`config.mk`:
```
export PLATFORM = sky130hd
export DESIGN_NAME = ej32_xu
export DESIGN_NICKNAME = d
export VERILOG_FILES = /design/src/rtl/ej32_xu_pkg.sv /design/src/rtl/ej32_xu_div.sv /design/src/rtl/ej32_xu.sv
export SDC_FILE = /design/constraint.sdc
export NUM_CORES = 2
export LEC_CHECK = 0
export CORE_ASPECT_RATIO = 0.9
export CORE_MARGIN = 2
export CORE_UTILIZATION = 35
export CTS_BUF_LIST = sky130_fd_sc_hd__clkbuf_8
export CTS_CLUSTER_DIAMETER = 150
export DETAILED_ROUTE_END_ITERATION = 7
export PLACE_DENSITY = 0.59
export SYNTH_ARGS = -nofsm -noshare
export SYNTH_HDL_FRONTEND = slang
export SYNTH_SLANG_ARGS = --single-unit
```
`constraint.sdc`:
```
create_clock -name clk -period 5.02 [get_ports clk]
set_input_delay 1.004 -clock clk [delete_from_list [all_inputs] [get_ports clk]]
set_output_delay 1.004 -clock clk [all_outputs]
set_load 0.02 [all_outputs]
```
`src/rtl/ej32_xu_pkg.sv`:
```
// Shared types for the eJ32 extended-arithmetic unit: operation codes, FSM states
// and small op-class helpers used by the unit's decode.
package ej32_pkg;

    typedef enum logic [3:0] {
        XU_MUL  = 4'd0,
        XU_MULH = 4'd1,
        XU_DIV  = 4'd2,
        XU_REM  = 4'd3,
        XU_DIVU = 4'd4,
        XU_REMU = 4'd5,
        XU_SHL  = 4'd6,
        XU_SHR  = 4'd7,
        XU_USHR = 4'd8
    } xu_op_t;

    typedef enum logic [1:0] {
        IDLE = 2'd0,
        CALC = 2'd1,
        FIX  = 2'd2,
        DONE = 2'd3
    } xu_st_t;

    function automatic logic is_div_op(input logic [3:0] op);
        return (op == XU_DIV) || (op == XU_REM) || (op == XU_DIVU) || (op == XU_REMU);
    endfunction

    function automatic logic is_mul_op(input logic [3:0] op);
        return (op == XU_MUL) || (op == XU_MULH);
    endfunction

    // Ops whose operands are reduced to magnitudes and sign-fixed afterwards.
    function automatic logic is_sgn_op(input logic [3:0] op);
        return (op == XU_MUL) || (op == XU_MULH) || (op == XU_DIV) || (op == XU_REM);
    endfunction

endpackage

```
`src/rtl/ej32_xu_div.sv`:
```
// Iterative restoring divider on unsigned magnitudes, one quotient bit per step.
// start loads operands and the step counter; last flags the final step.
module xu_seq_div
    import ej32_pkg::*;
#(
    parameter int DSZ = 32
) (
    input  logic           clk,
    input  logic           rst_n,
    input  logic           start,
    input  logic           step,
    input  logic [DSZ-1:0] dividend,
    input  logic [DSZ-1:0] divisor,
    output logic           last,
    output logic [DSZ-1:0] quo,
    output logic [DSZ-1:0] rem
);

    localparam int CW = $clog2(DSZ);

    logic [DSZ-1:0] dvs;
    logic [CW-1:0]  cnt;
    logic [DSZ:0]   partial;
    logic [DSZ:0]   trial;

    always_comb begin
        partial = {rem, quo[DSZ-1]};
        trial   = partial - {1'b0, dvs};
        last    = (cnt == '0);
    end

    always_ff @(posedge clk or negedge rst_n) begin
        if (!rst_n) begin
            dvs <= '0;
            quo <= '0;
            rem <= '0;
            cnt <= '0;
        end else if (start) begin
            dvs <= divisor;
            quo <= dividend;
            rem <= '0;
            cnt <= CW'(DSZ - 1);
        end else if (step) begin
            // A clear MSB in trial means the shifted remainder covers the divisor.
            if (!trial[DSZ]) begin
                rem <= trial[DSZ-1:0];
                quo <= {quo[DSZ-2:0], 1'b1};
            end else begin
                rem <= partial[DSZ-1:0];
                quo <= {quo[DSZ-2:0], 1'b0};
            end
            if (cnt != '0) begin
                cnt <= cnt - 1'b1;
            end
        end
    end

endmodule

```
`src/rtl/ej32_xu.sv`:
```
// eJ32 extended-arithmetic unit: multiply, divide/remainder and shifts on NOS/TOS
// behind a req/bsy/done handshake.
//   state | meaning
//   IDLE  | waiting for req
//   CALC  | one divide or shift-add step per cycle
//   FIX   | apply result signs
//   DONE  | done pulse, r/dz valid; may accept the next req
module ej32_xu
    import ej32_pkg::*;
#(
    parameter int DSZ     = 32,
    parameter int MUL_SEQ = 0
) (
    input  logic           clk,
    input  logic           rst_n,
    input  logic           req,
    input  logic [3:0]     op,
    input  logic [DSZ-1:0] a,
    input  logic [DSZ-1:0] b,
    input  logic           kill,
    output logic           bsy,
    output logic           done,
    output logic [DSZ-1:0] r,
    output logic           dz
);

    localparam int SW = $clog2(DSZ);

    xu_st_t           st;
    logic [3:0]       op_q;
    logic             neg_q;
    logic             neg_r;
    logic             sgn_op;
    logic             to_calc;
    logic             accept;
    logic             start;
    logic             step;
    logic             last;
    logic [SW-1:0]    sh;
    logic [DSZ-1:0]   mag_a;
    logic [DSZ-1:0]   mag_b;
    logic [DSZ-1:0]   quo;
    logic [DSZ-1:0]   rem;
    logic [DSZ-1:0]   imm_r;
    logic             imm_dz;
    logic [DSZ-1:0]   fix_r;
    logic [2*DSZ-1:0] prod_c;
    logic [2*DSZ-1:0] prod_s;
    logic [2*DSZ-1:0] prod_f;
    logic [DSZ-1:0]   mcand;
    logic [DSZ-1:0]   acc_hi;
    logic [DSZ-1:0]   acc_lo;
    logic [DSZ:0]     mul_sum;

    always_comb begin
        sh      = b[SW-1:0];
        sgn_op  = is_sgn_op(op);
        mag_a   = (sgn_op && a[DSZ-1]) ? -a : a;
        mag_b   = (sgn_op && b[DSZ-1]) ? -b : b;
        to_calc = (is_div_op(op) && (b != '0)) || (is_mul_op(op) && (MUL_SEQ != 0));
        accept  = req && !kill && ((st == IDLE) || (st == DONE));
        start   = accept && to_calc;
        step    = (st == CALC);
    end

    // Single-cycle results; divide ops only land here with a zero divisor.
    always_comb begin
        prod_c = {{DSZ{a[DSZ-1]}}, a} * {{DSZ{b[DSZ-1]}}, b};
        imm_r  = '0;
        imm_dz = 1'b0;
        case (op)
            XU_MUL:  imm_r = (MUL_SEQ == 0) ? prod_c[DSZ-1:0] : '0;
            XU_MULH: imm_r = (MUL_SEQ == 0) ? prod_c[2*DSZ-1:DSZ] : '0;
            XU_DIV, XU_DIVU: begin
                imm_r  = '1;
                imm_dz = 1'b1;
            end
            XU_REM, XU_REMU: begin
                imm_r  = a;
                imm_dz = 1'b1;
            end
            XU_SHL:  imm_r = a << sh;
            XU_SHR:  imm_r = $signed(a) >>> sh;
            XU_USHR: imm_r = a >> sh;
            default: imm_r = '0;
        endcase
    end

    always_comb begin
        mul_sum = {1'b0, acc_hi} + (acc_lo[0] ? {1'b0, mcand} : '0);
        prod_s  = {acc_hi, acc_lo};
        prod_f  = neg_q ? -prod_s : prod_s;
        case (op_q)
            XU_MUL:          fix_r = prod_f[DSZ-1:0];
            XU_MULH:         fix_r = prod_f[2*DSZ-1:DSZ];
            XU_DIV, XU_DIVU: fix_r = neg_q ? -quo : quo;
            XU_REM, XU_REMU: fix_r = neg_r ? -rem : rem;
            default:         fix_r = '0;
        endcase
    end

    xu_seq_div #(.DSZ(DSZ)) u_div (
        .clk      (clk),
        .rst_n    (rst_n),
        .start    (start),
        .step     (step),
        .dividend (mag_a),
        .divisor  (mag_b),
        .last     (last),
        .quo      (quo),
        .rem      (rem)
    );

    // Shift-add multiplier: the multiplier shifts out of acc_lo as product bits shift in.
    always_ff @(posedge clk or negedge rst_n) begin
        if (!rst_n) begin
            mcand  <= '0;
            acc_hi <= '0;
            acc_lo <= '0;
        end else if (MUL_SEQ != 0) begin
            if (start) begin
                mcand  <= mag_a;
                acc_hi <= '0;
                acc_lo <= mag_b;
            end else if (step) begin
                {acc_hi, acc_lo} <= {mul_sum, acc_lo[DSZ-1:1]};
            end
        end
    end

    always_ff @(posedge clk or negedge rst_n) begin
        if (!rst_n) begin
            st    <= IDLE;
            bsy   <= 1'b0;
            done  <= 1'b0;
            r     <= '0;
            dz    <= 1'b0;
            op_q  <= '0;
            neg_q <= 1'b0;
            neg_r <= 1'b0;
        end else begin
            done <= 1'b0;
            case (st)
                IDLE, DONE: begin
                    if (accept) begin
                        op_q  <= op;
                        neg_q <= sgn_op && (a[DSZ-1] ^ b[DSZ-1]);
                        neg_r <= sgn_op && a[DSZ-1];
                        if (to_calc) begin
                            st  <= CALC;
                            bsy <= 1'b1;
                        end else begin
                            st   <= DONE;
                            done <= 1'b1;
                            r    <= imm_r;
                            dz   <= imm_dz;
                        end
                    end else begin
                        st <= IDLE;
                    end
                end
                CALC: begin
                    if (kill) begin
                        st  <= IDLE;
                        bsy <= 1'b0;
                    end else if (last) begin
                        st <= FIX;
                    end
                end
                FIX: begin
                    bsy <= 1'b0;
                    if (kill) begin
                        st <= IDLE;
                    end else begin
                        st   <= DONE;
                        done <= 1'b1;
                        r    <= fix_r;
                        dz   <= 1'b0;
                    end
                end
                default: begin
                    st  <= IDLE;
                    bsy <= 1'b0;
                end
            endcase
        end
    end

endmodule

```
# [Word-level counts from Yosys, hierarchy flattened]
# Index checks and enable logic that the tools add are counted.
[word_totals] register_bits=144 latch_bits=0 ramBits=0 romBits=0 input_bits=72 output_inout_bits=35 word_cells=119 memories=0
[op_classes] add_sub_neg=7 mul=1 div=0 n_lt_le_gt_ge=0 eq_ne=22 shift=3 mux=39 n_bitwise=1 reduce_logical=34
[op_table] operator="two-way mux 32 bit" count=12
[op_table] operator="case mux 32 bit (7 select lines)" count=1
[op_table] operator="negator 32 bit" count=4
[op_table] operator="case mux 32 bit (4 select lines)" count=1
[op_table] operator="multiplier 32 x 32 -> 64 bit" count=1
[op_table] operator="two-way mux 64 bit" count=1
[op_table] operator="negator 64 bit" count=1
[op_table] operator="case mux 32 bit (2 select lines)" count=1
[op_table] operator="subtractor 33 x 32 -> 33 bit" count=1
[op_table] operator="nonzero test 32 bit" count=1
[op_table] operator="<< shifter 32 x 5 -> 32 bit" count=1
[op_table] operator="right shift 32 x 5 -> 32 bit" count=1
[op_table] operator=">>> shifter 32 x 5 -> 32 bit" count=1
[op_table] operator="equality test 4 x 3 -> 1 bit, second input constant" count=6
[op_table] operator="equality test 4 x 2 -> 1 bit, second input constant" count=4
[op_table] operator="two-way mux 5 bit" count=3
[op_table] operator="two-way mux 1 bit" count=11
[op_table] operator="two-way mux 2 bit" count=5
[op_table] operator="inequality test 2 bit, second input constant" count=5
[op_table] operator="OR reduction 2 bit" count=5
[op_table] operator="equality test 4 x 1 -> 1 bit, second input constant" count=2
[op_table] operator="logical NOT 4 bit" count=2
[op_table] operator="logical AND 1 bit" count=7
[op_table] operator="logical OR 1 bit" count=7
[op_table] operator="other kinds (18)" count=23

# [Longest topological paths before layout]
[depth] ltp_word=8 depth_mapped=32 mapped_depth_nobuf=27

# [By module]
# From an unflattened synthesis, not the netlist that was laid out.
[hier_totals] cells_unflattened=5970 hier_area_um2=52156.3
[modules_own_cells] module="ej32_xu" n_inst=1 cells_per_inst=5233 area_each_um2=45597.5 seq_area_each_um2=1076.0
[modules_own_cells] module="xu_seq_div" n_inst=1 cells_per_inst=737 area_each_um2=6558.8 seq_area_each_um2=2527.4

# [Worst setup path before layout]
# OpenSTA, ideal clock, no wires.
[synth_timing] path_type="input to register" startpoint="in b[1]" endpoint="reg r[23]" setup_ps=94 arrival_ps=9253 t_required_ps=4926 slack_ps=-4327 stages=31 n_path_buf=7 path_cell_list="clkbuf_1 > buf_2 > buf_1 > clkbuf_1 > clkbuf_1 > clkbuf_1 > and2_1 > fa_1 > inv_1 > fa_1 > fa_1 > fa_1 > inv_1 > fa_1 > fa_1 > fa_1 > inv_1 > fa_1 > inv_1 > ha_1 > clkbuf_1 > and4_1 > and3_1 > a221oi_1 > o221ai_1 > a41oi_1 > o31ai_2 > a311o_1 > xnor2_1 > o211a_1 > a211oi_1"
[synth_via] elab_chain_cells=5 word_cells_on_any_way=12 cone_classes="mul (1); eq/ne (1); shift (3); mux (4); reduce/logical (3)"
[synth_rtl] item="start: declaration" line="ej32_xu.sv:19" source="input logic [DSZ-1:0] b,"
[synth_rtl] item="multiplier 32 x 32 -> 64 bit, or another cell as far along" line="ej32_xu.sv:68" source="prod_c = {{DSZ{a[DSZ-1]}}, a} * {{DSZ{b[DSZ-1]}}, b};"
[synth_rtl] item="case mux 32 bit (7 select lines)" line="ej32_xu.sv:71" source="case (op)"
[synth_rtl] item="two-way mux 32 bit" line="ej32_xu.sv:149" source="if (to_calc) begin"
[synth_rtl] item="two-way mux 32 bit" line="ej32_xu.sv:145" source="if (accept) begin"
[synth_rtl] item="case mux 32 bit (2 select lines)" line="ej32_xu.sv:143" source="case (st)"
[synth_rtl] item="end signal: assignment" line="ej32_xu.sv:155" source="r <= imm_r;"
[synth_rtl] item="end signal: assignment" line="ej32_xu.sv:177" source="r <= fix_r;"
[synth_rtl] item="end: declaration" line="ej32_xu.sv:23" source="output logic [DSZ-1:0] r,"
# Several ways; a longest one is shown, not always the timed one. The select of a mux whose other input is x is not followed.
# A chain may end at the register's enable or synchronous reset.

# [Worst setup path in the final report]
[layout_timing] startpoint="in b[13]" endpoint="reg r[18]"
[layout_via] elab_chain_cells=5 word_cells_on_any_way=9 cone_classes="mul (1); eq/ne (1); mux (4); reduce/logical (3)"
[layout_rtl] item="multiplier 32 x 32 -> 64 bit" line="ej32_xu.sv:68"
[layout_rtl] item="case mux 32 bit (7 select lines)" line="ej32_xu.sv:71"
[layout_rtl] item="two-way mux 32 bit" line="ej32_xu.sv:149"
[layout_rtl] item="two-way mux 32 bit" line="ej32_xu.sv:145"
[layout_rtl] item="case mux 32 bit (2 select lines)" line="ej32_xu.sv:143"
# Several ways; a longest one is shown, not always the timed one. The select of a mux whose other input is x is not followed.

==> metrics.md <==
| Metric | Value |
|---|---|
| Status | `complete, but fails checks` |
| Failing checks | `negative setup slack` |
| Clk buf depth | `2` |
| Util after Layout | `0.444` |
| Max-slew headroom | `0.154` |
| Syn_area_per_cell | `8.84 µm²` |
| Routed length on met2 | `approximately 90 mm` |
| Core ar. | `~0.15 mm²` |
| Number of port buffers | `about 110` |
| Mapped Area | `0.0514 mm²` |
| Net count, final | `7778` |
| Layout cells sized above 1 | `0.228` |
| Req. time, crit path | `approximately 5500 ps` |
| Final period utilization | `1.56` |
| Sequential fraction of the synthesis area | `0.0701` |
| Main area contributors after synthesis | `fa_1 42%, inv_1 7.4%, dfrtp_1 7.0%, and2_1 6.1%, ha_1 5.5%` |
| Worst Reg-to-Reg Cells | `15` |
| Post-synth cell types | `91` |
| Least-Margin Pin Slew | `~1300 ps` |
| Routed met1 length | `between 80 and 90 mm` |
| Final hold viol count | `0` |
| Max H-tree Level | `4` |
| Area of the multi-input gates | `0.0447 mm²` |
| CP Class | `primary input to flop` |
| Seq cells post-synth | `144` |
| Post-Synth Adder-Cell Area | `0.476` |
| GRT Residual Overflow | `0` |
| Synth Area in XOR/XNOR | `0.0357` |
| Avg WL per Cell | `23.9 µm` |
| Max frequency | `between 100 and 150 MHz` |
| Final setup violating endpoints | `32` |
| Number of iterations in the first detailed-routing pass | `6` |
| Die Y | `around 370 µm` |
| Clock Skews | `between 20 and 30 ps` |
| Site row count | `approximately 130` |
| Vias | `~45000` |
| Vias per inst | `around 5.4` |
| Initial antenna violation count | `15` |
| Register area | `~0.0036 mm²` |
| Vias in the first global route | `around 47000` |
| Largest net degree at the start of global routing | `134` |
| Count leader, synth | `fa_1` |
| EDFF count, synth | `0` |
| Gr usage total | `0.264` |
| Highest routed layer | `met5` |
| Worst hold path type | `primary input to asynchronous set/reset pin` |
| Area Overhead vs Synth | `26.1%` |
| Post-synth top area cell | `fa_1` |
| Initial Util | `0.352` |
| CTS tree | `yes` |
| ANT nets after route | `0` |
| Number of max-cap violations | `0` |
| Final WS setup | `-2800 ps` |
| Crit-path max FO | `6` |
| Routed wl met3 | `17.2 mm` |
| Die Span X | `roughly 410 µm` |
| Tmin final | `7820 ps` |
| Post-synth top area share | `0.422` |
| Placed cell area | `~0.060 mm²` |
| Mux cell area share after synthesis | `0.0472` |
| Die area | `0.150 mm²` |
| Max-slew violation count | `0` |
| HPWL Detailed | `157 mm` |
| Main combinational cell family by area after synthesis | `adder cells` |
| Post-Synthesis Cells | `~5800` |
| Compound-Gate Fraction of Synth Area | `0.101` |
| Clock buffer count from CTS | `17` |
| Root Buffer | `clkbuf_8` |
| Fillcell total | `14118` |
| Syn_nets | `around 7200` |
| Worst-path clk slew | `90 ps` |
| Synth Flop Type | `dfrtp_1` |
| CP startpoint kind | `primary input` |
| WL final | `200 mm` |
| DP Worst Slack | `-4050 ps` |
| Share of synthesized registers carrying an async set or reset | `1.00` |
| Clock sinks | `approximately 140` |
| Final instance area | `approximately 0.065 mm²` |
| Worst Path Arrival | `8260 ps` |
| Clock Latency Late Sink | `roughly 510 ps` |
| Setup_tns | `-85020 ps` |
| First-pass GRT wire length | `~300 mm` |
| Critical Path End Type | `flop` |
| RSZ-0062 raised after global routing | `true` |
| GP Congestion | `between 1 and 1.5` |
| IO Pins | `~110` |
| Simple-gate area share of the yosys netlist | `0.166` |
| Yosys warns | `between 60 and 70` |
| Hold Buf Count CTS | `0` |
| Drt first-iter violations | `between 4000 and 5000` |
| Drt drc | `0` |
| Synth cell count leaders | `1083 x fa_1, 1007 x inv_1, 710 x nand2_1` |
## cell usage in the layout, fill, tap and decap left out, types with 99 or more instances in the layout
master / n
a21oi_1: 139
and2_1: 453
buf_12: 103
buf_4: 669
dfrtp_1: 144
fa_1: 994
ha_1: 179
inv_1: 972
mux2i_1: 106
nand2_1: 684
nor2_1: 239
o21ai_0: 131
o21ai_1: 99
xor2_1: 106
## routing by layer
metal,vias up,GRT usage
li1,19363,-
met1,23401,0.365
met2,1971,0.410
met3,340,0.0496
met4,4,0.0963
met5,-,0
## path summary, 6_finish.rpt
path	end	start	slack (ps)
max	r[18]	b[13]	-2800
min	u_div.cnt[2]	rst_n	310
max reg2reg	u_div.rem[4]	u_div.quo[31]	670
min reg2reg	dz	dz	500
max in group asynchronous	u_div.rem[29]	rst_n	3690
min in group clk	dz	dz	500
## state kept, by name, indices dropped and copies added (netlist names)
signal,flops
u_div.quo,32
r,32
done,1
neg_q,1
u_div.cnt,5
u_div.rem,32
st,2
dz,1
neg_r,1
u_div.dvs,32
op_q,4
bsy,1
## cells by family after synthesis
kind of cell             Yosys count
AO/OA/AOI/OAI                    822
XOR/XNOR                         209
adder cells (fa/ha/maj)         1308
buffers and inverters           1412
flip-flops                       144
multiplexers                     174
AND/OR/NAND/NOR                 1745
## stage by stage
stage,cells,hold WS [ps]
2_1_floorplan,5814,456
3_3_place_gp,8197,473
3_5_place_dp,8197,471
4_1_cts,8327,284
5_1_grt,8375,288
6_report,8376,310
## layout make-up
cell class,instances,share of cell area
Antenna cell,8,0.000309
Clock buffer,19,0.00403
Clock inverter,13,0.00212
Inverter,1010,0.0588
Multi-Input combinational cell,4258,0.690
Sequential cell,144,0.0556
Tap cell,1957,0.0378
Timing Repair Buffer,967,0.152
## what timing repair did
action                                  CTS  global route
setup buffers                            73            42
gates resized for setup                 442           318
endpoints found under the setup margin   32            32
pin swaps                               205           235
cloned                                   27             8
## worst max-delay path, cell delays in order
cell and delay [ps]:
buf_12 110, buf_12 140, buf_12 150, and2_4 140
fa_1 510, inv_2 40, fa_1 570, fa_1 450
fa_1 480, fa_1 510, inv_2 40, fa_2 600
fa_1 470, fa_1 510, ha_4 320, nand4_1 200
a311oi_4 390, buf_4 190, o21ai_4 80, a2111oi_4 350
buf_4 200, o21ai_2 60, mux2i_2 300, a222oi_1 120
buf_4 220, nor2_1 80
Power is left out: the tool's default activity adds up to more than one toggle a clock period on the data nets, which glitch-free logic cannot reach.
